### config.mk
export PLATFORM = sky130hd
export DESIGN_NAME = rand_draw_ctrl
export DESIGN_NICKNAME = d
export VERILOG_FILES = /design/src/rtl/rand_draw_ctrl.sv
export SDC_FILE = /design/constraint.sdc
export NUM_CORES = 1
export LEC_CHECK = 0
export CORE_AREA = 4 4 78 80
export CTS_CLUSTER_SIZE = 25
export DETAILED_ROUTE_END_ITERATION = 10
export DIE_AREA = 0 0 82 84
export PLACE_DENSITY_LB_ADDON = 0.08
export SYNTH_ARGS = -nofsm -noshare
export SYNTH_HDL_FRONTEND = slang
export SYNTH_SLANG_ARGS = --single-unit
### constraint.sdc
create_clock -name i_Clk -period 8.9 [get_ports i_Clk]
set_input_delay 1.78 -clock i_Clk [delete_from_list [all_inputs] [get_ports i_Clk]]
set_output_delay 1.78 -clock i_Clk [all_outputs]
set_load 0.005 [all_outputs]
### src/rtl/rand_draw_ctrl.sv
// rand_draw_ctrl: draws i_Count distinct values below i_Max from an external shuffling generator.
module rand_draw_ctrl #(
  parameter int N    = 4,
  parameter int SPIN = 3
) (
  input  logic         i_Clk,
  input  logic         i_Rst,
  input  logic         i_fStart,
  input  logic         i_fAbort,
  input  logic [N-1:0] i_Max,
  input  logic [N-1:0] i_Count,
  output logic         o_fShuffle,
  output logic         o_fStop,
  output logic [N-1:0] o_LfsrMax,
  input  logic         i_fRdy,
  input  logic [N-1:0] i_Num,
  output logic         o_fValid,
  output logic [N-1:0] o_Num,
  output logic [N-1:0] o_Idx,
  output logic         o_fDone,
  output logic         o_fBusy,
  output logic         o_fErr
);
  typedef enum logic [2:0] {S_IDLE, S_KICK, S_SPIN, S_WAIT, S_CHECK, S_DONE} state_t;
  localparam logic [N-1:0] ONE = {{(N-1){1'b0}}, 1'b1};
  state_t            state_q, state_d;
  logic [N-1:0]      max_q, lim_q, drawn_q, num_q, idx_q;
  logic [7:0]        spin_q;
  logic [2**N-1:0]   used_q;
  logic              err_q, start_ok, hit, launch;
  logic [N-1:0]      next_cnt;
  assign start_ok = (i_Count != '0) && (i_Count <= i_Max);
  assign launch   = (state_q == S_IDLE) && i_fStart && !i_fAbort && start_ok;
  assign hit      = used_q[i_Num] || (i_Num >= max_q);
  assign next_cnt = drawn_q + ONE;
  always_comb begin
    state_d = state_q;
    case (state_q)
      S_IDLE:  state_d = launch ? S_KICK : S_IDLE;
      S_KICK:  state_d = S_SPIN;
      S_SPIN:  state_d = (spin_q <= 8'd1) ? S_WAIT : S_SPIN;
      S_WAIT:  state_d = i_fRdy ? S_CHECK : S_WAIT;
      S_CHECK: state_d = (!hit && next_cnt == lim_q) ? S_DONE : S_KICK;
      S_DONE:  state_d = S_IDLE;
      default: state_d = S_IDLE;
    endcase
    if (i_fAbort) state_d = S_IDLE;
  end
  assign o_fShuffle = (state_q == S_KICK) && !i_fAbort;
  assign o_fStop    = (state_q == S_SPIN) && (spin_q <= 8'd1) && !i_fAbort;
  assign o_fValid   = (state_q == S_CHECK) && !hit && !i_fAbort;
  assign o_fDone    = (state_q == S_DONE) && !i_fAbort;
  assign o_fBusy    = state_q != S_IDLE;
  assign o_fErr     = err_q;
  assign o_LfsrMax  = max_q;
  // The accepted draw is visible in its own CHECK cycle, then held from the registers.
  assign o_Num      = o_fValid ? i_Num : num_q;
  assign o_Idx      = o_fValid ? drawn_q : idx_q;
  always_ff @(posedge i_Clk or posedge i_Rst) begin
    if (i_Rst) begin
      state_q <= S_IDLE;
      max_q   <= '0;
      lim_q   <= '0;
      drawn_q <= '0;
      num_q   <= '0;
      idx_q   <= '0;
      spin_q  <= '0;
      used_q  <= '0;
      err_q   <= 1'b0;
    end else begin
      state_q <= state_d;
      err_q   <= (state_q == S_IDLE) && i_fStart && !i_fAbort && !start_ok;
      if (launch) begin
        max_q   <= i_Max;
        lim_q   <= i_Count;
        drawn_q <= '0;
        used_q  <= '0;
      end
      if (state_q == S_KICK) spin_q <= 8'(SPIN);
      else if (state_q == S_SPIN && spin_q != '0) spin_q <= spin_q - 8'd1;
      if (o_fValid) begin
        used_q[i_Num] <= 1'b1;
        num_q         <= i_Num;
        idx_q         <= drawn_q;
        drawn_q       <= next_cnt;
      end
    end
  end
endmodule
* Word level (Yosys, flattened, before mapping) *
Cells that the tools add are included.
Widths: inputs -> output; s select.

word-level totals
  bits in registers = 48
  input port bits = 17
  logic and storage cells = 65

cells by class
  add/sub/neg operators = 2
  $lt $le $gt $ge = 5
  eq/ne operators = 6
  muxes and demuxes = 18
  bitwise operators = 1
  reduce and logical (&&, ||, !) cells = 24

operators with widths
  operator             number
  $mux 16              2
  $mux 4               4
  $mux 8               2
  $or 16x16->16        1
  $pmux 3 s5           1
  $logic_and 1x1->1    14
  $mux 3               3
  $le 8x1->1 const B   1
  $reduce_bool 8->1    1
  $sub 8x1->8 const B  1
  $eq 3x2->1 const B   2
  $eq 3x3->1 const B   2
  $lt 4x5->1 const B   1
  $add 4x1->4 const B  1
  $bmux 1 s4           1
  $demux 1 s4          1
  $eq 4x4->1           1
  $ge 4x1->1 const B   1
  $ge 4x4->1           1
  $le 4x4->1           1
  $mux 1               4
  $reduce_bool 2->1    2
  $reduce_bool 4->1    1
  $eq 3x1->1 const B   1
  4 further kinds      6

* Longest topological paths before layout *
  depth after elaboration = 8
  depth in mapped cells = 10

* Worst setup path after synthesis *
OpenSTA, ideal clock, no wires.

  path type = in2out
  start = in i_Num[0]
  end = out o_Idx[0]
  data arrival time = 3739 ps
  path slack = 3381 ps
  cell stages on the path = 9
  buffers on the path = 2
  cells stage by stage = buf_2 inv_1 ha_1 nand2b_1 a211o_1 a2111oi_4 nand2_4 buf_6 mux2_4

between the ends
  cells in the longest elaborated chain, start to end = 7
  elaborated cells between the ends (all ways) = 8
  those cells by class = order compare (1); mux (3); reduce/logical (4)

RTL lines
  what                               line  RTL
  start, declared                    16    input logic [N-1:0] i_Num,
  $bmux 1 s4                         34    assign hit = used_q[i_Num] || (i_Num >= max_q);
  $mux 1 (not written as such)       34
  $logic_or 1x1->1 *                 34
  $logic_not 1->1 *                  51    assign o_fValid = (state_q == S_CHECK) && !hit && !i_fAbort;
  $logic_and 1x1->1 * (2 in series)  51
  $mux 4 *                           58    assign o_Idx = o_fValid ? drawn_q : idx_q;
  end, declared                      19    output logic [N-1:0] o_Idx,

Every way passes the cells marked *; elsewhere a longest branch is shown, timed or not. The select of a mux whose other input is x is not followed.

* Final worst setup path *
  start = in i_Num[0]
  end = out o_Num[0]

between the ends
  cells in the longest elaborated chain, start to end = 7
  elaborated cells between the ends (all ways) = 8
  those cells by class = order compare (1); mux (3); reduce/logical (4)

RTL lines
  what                             line  RTL
  $bmux 1 s4                       34
  $mux 1 (not written as such)     34
  $logic_or 1x1->1                 34
  $logic_not 1->1                  51
  $logic_and 1x1->1 (2 in series)  51
  $mux 4 *                         57    assign o_Num = o_fValid ? i_Num : num_q;
  end, declared                    18    output logic [N-1:0] o_Num,

Marked as above.

==> results by stage <==
Outcome:
- The flow ran to the end, and the final reports show no timing, DRC or antenna violations.

Clock tree:
- The number of cells upsized or downsized after cts is 0.
- TritonCTS built the clock tree.
- The count of hold buffers inserted by post-cts repair is 0.
- The clock sink count is between 40 and 50.
- After clock tree synthesis, the setup repair step added 0 buffers.
- The clock-pin transition on the worst setup and hold timing paths is 90 ps.
- The clock root buffer is clkbuf_8.
- The number of CTS-inserted buffers is 5.
- The insertion delay to the later sink of the worst-skew pair is around 300 ps.
- The clock passes through at most 2 buffers.
- The clock tree synthesis step divided the H-tree into 2 levels.

Layout:
- The number of antenna cells inserted is 0.
- Across the whole layout, storage elements account for between 1000 and 1500 um2.
- The number of fillers in the final layout is 460.
- The count of cells in the finished layout, fillers not included, comes to around 350.
- In the final layout, the share of cells above drive strength 1 is 0.121.
- The footprint of the multi-input gates is 1290 um2.
- The number of nets in the layout is between 300 and 400.
- Relative to the synthesized area, the layout overhead comes to 18.6%.

Detailed routing:
- The detailed-route via count is roughly 1900.
- In the routed layout, each cell is associated on average with a via count of around 5.2.
- The number of iterations in the first detailed-routing pass is 4.
- The count of routing violations after the opening detailed-route iteration is 50.
- In the final routed layout, each cell accounts on average for roughly 15 um.
- The wire length after detailed routing is about 5.2 mm.
- Once detail routing completed, the nets flagged for antenna violations numbered 0.
- The number of remaining DRC errors is 0.

Critical path:
- The critical path goes through clkdlybuf4s50_1, inv_1, ha_1, nand2b_1, a211o_1, a2111oi_4, nand2_4, o21ai_0, clkdlybuf4s50_1.
- By startpoint and endpoint, the worst setup path is classified as in2out.
- Along the worst path, the maximum fanout reaches 17.
- At the worst endpoint, the arrival time is ~5000 ps.
- The worst stage delay on the critical path is 730 ps.
- By instance count, the cell type seen most on the critical path is clkdlybuf4s50_1.
- The data required time of the critical path is about 7100 ps.
- The type of element launching the critical path is an input port.
- The cell with the biggest individual delay on the critical path is clkdlybuf4s50_1.
- The kind of capture point of the worst setup path is an output pin.

Global route:
- The first global-routing pass estimated around 9.1 mm of wire.
- The number of global-route vias before repair was roughly 1900.
- Entering global routing, the biggest net connects between 40 and 50 pins.
- The initial antenna violation count is 0.
- The total congestion overflow is 0.
- For this run, the total global-route usage over all layers was measured as 0.165.

Placed design:
- The HPWL after detailed placement is around 3.6 mm.
- The final RePlAce weighted congestion is around 0.81.
- The placed cell count is 346.
- The number of input and output port buffers inserted is 34.

Pwr:
- The worst-case vdd ir drop is 0.000109 V.
- The static leakage power is 0.00139 uW.
- The power density over the cells is approximately 190 nW/um2.
- The total power draw is around 580 uW.

Floorplanning:
- After floorplanning, the core was sized to cover 5410 um2.
- The number of top-level pins is 35.
- The die covers 6890 um2.
- The die extent in y is 84 um.
- The row count is 27.
- The die boundary width is about 82 um.
- The initial core utilization is 0.481.

Logic synthesis:
- The mean post-synth cell area is slightly above 10 um2.
- The warning count from the yosys run is 0.
- By area the synthesized netlist is led by dfrtp_1, ha_1, nand2_1.
- The cell taking the most area after synthesis is dfrtp_1.
- The post-synthesis cell type count is a little over 50.
- The total of flip-flops plus latches after synthesis is 48.
- The proportion of synthesized flip-flops having asynchronous set or reset is 1.00.
- The most frequent cell after synthesis is dfrtp_1.
- Synthesis produced a netlist with a net count of around 280.
- The area share of the largest cell type after synthesis is 0.462.
- Of the synthesized area, sequential elements account for 0.462.
- After synthesis, the most frequently instantiated cells are dfrtp_1, nand2_1, inv_1.
- For this run, the leading register cell type out of synthesis is dfrtp_1.
- The synthesized area is around 2600 um2.
- The number of flops mapped to enable cells by yosys is 0.
- Synthesis handed over a netlist of around 250 instances.

STA:
- Adding up every negative setup slack in the final design gives 0 ps.
- Dividing the final minimum period by the clock period gives 0.763.
- The smallest clock period supported by the final layout is computed as about 6800 ps.
- Setup violations remaining at the end of the flow were counted as 0.
- The maximum clock skew at final layout is between 9 and 10 ps.
- Setup repair after global routing left no endpoint under its margin.
- The final count of pins violating max slew is 0.
- The top achievable clock speed is between 100 and 150 MHz.
- At the pin with the least slew margin, the transition time is ~1000 ps.
- The hold violation total from the final report is 0.
- The worst relative slew slack is 0.324.

Worst hold path:
- The type of the worst min-delay path is reg2reg.

Run:
- The tool flagged a number of max-cap violations equal to 0.
## cell families (layout without fill, tap and decap cells)
kind of cell,after synthesis,after routing,synth area share
DFF,48,48,0.462
muxes,20,20,0.0880
adders and majority gates,11,11,0.0529
AOI/OAI and AO/OA,45,45,0.127
and+or+nand+nor,88,88,0.183
xor gates and xnor gates,13,13,0.0438
buffers and inverters,26,57,0.0428
## power breakdown
group	total, uW	internal [uW]	switching (uW)	leakage [uW]
clock	156	83.5	73.0	0.0000552
combinational	149	75.5	73.3	0.000692
sequential	277	247	29.4	0.000648
## final timing paths
| path | from | end | slack, ps | cells after the start |
|---|---|---|---|---|
| max in group asynchronous | i_Rst | lim_q[1]$_DFFE_PP0P_ | 6260 | 2 |
| worst min register to register | used_q[12]$_DFF_PP0_ | used_q[12]$_DFF_PP0_ | 490 | 1 |
| worst max-delay path | i_Num[0] | o_Num[0] | 2110 | 9 |
| worst min-delay path | used_q[12]$_DFF_PP0_ | used_q[12]$_DFF_PP0_ | 490 | 1 |
| worst max register to register | o_LfsrMax[0]$_DFFE_PP0P_ | drawn_q[2]$_DFFE_PP0P_ | 6360 | 7 |
| min in group asynchronous | i_Rst | spin_q[7]$_DFFE_PP0P_ | 2030 | 2 |
## flip-flops by register name, indices dropped and copies added (netlist names)
name / flops
state_q: 3
num_q: 4
drawn_q: 4
o_LfsrMax: 4
lim_q: 4
spin_q: 8
used_q: 16
o_fErr: 1
idx_q: 4
## metrics by stage
step | utilization | setup WS [ps] | hold WS (ps) | area (um2)
after CTS | 0.571 | 2060 | 486 | 3080
final | 0.571 | 2110 | 486 | 3080
after global placement | 0.551 | 2130 | 469 | 2980
after global routing | 0.571 | 1810 | 504 | 3080
after detailed placement | 0.551 | 2070 | 475 | 2980
after floorplan | - | 3380 | 448 | 2600
## cell usage in the layout, fill, tap and decap left out, types with 2 or more instances in the layout
cell type and n:
nand2_1 30, dfrtp_1 48, nor4_1 4, nand3_1 6
mux2_4 4, nor2_1 14, mux2i_1 9, o21ai_0 12
xnor2_1 9, or3b_2 2, nor2b_1 2, o22ai_1 2
o41ai_1 3, mux2_2 7, clkbuf_8 5, a221oi_1 2
clkdlybuf4s50_1 34, ha_1 11, nor3b_1 3, inv_1 14
nand3b_1 5, o31ai_1 10, a211o_1 4, nand2b_1 3
xor2_1 4, or3_1 2, a21oi_1 4, nor3_1 4
## area by class of cell
type,instances,area share
Clock inverter,2,0.0114
Inverter,15,0.0183
Sequential cell,48,0.389
Multi-Input combinational cell,177,0.418
Clock buffer,6,0.0235
Timing Repair Buffer,34,0.110
Tap cell,72,0.0292
## per-layer routing
| metal | vias to the layer above | track usage | part of all wire |
|---|---|---|---|
| met2 | 29 | 0.240 | 0.42 |
| met4 | 0 | 0.0438 | 0.013 |
| met1 | 876 | 0.244 | 0.53 |
| met3 | 7 | 0.0389 | 0.037 |
| li1 | 945 | - | - |
| met5 | - | 0 | 0 |
## critical path, delay by kind of cell
kind	cells	cell delay, ps
AOI/OAI and AO/OA	3	1120
adders and majority gates	1	290
buffers and inverters	3	1440
and+or+nand+nor	2	380
No activity file was read; power rests on OpenSTA's default activity.
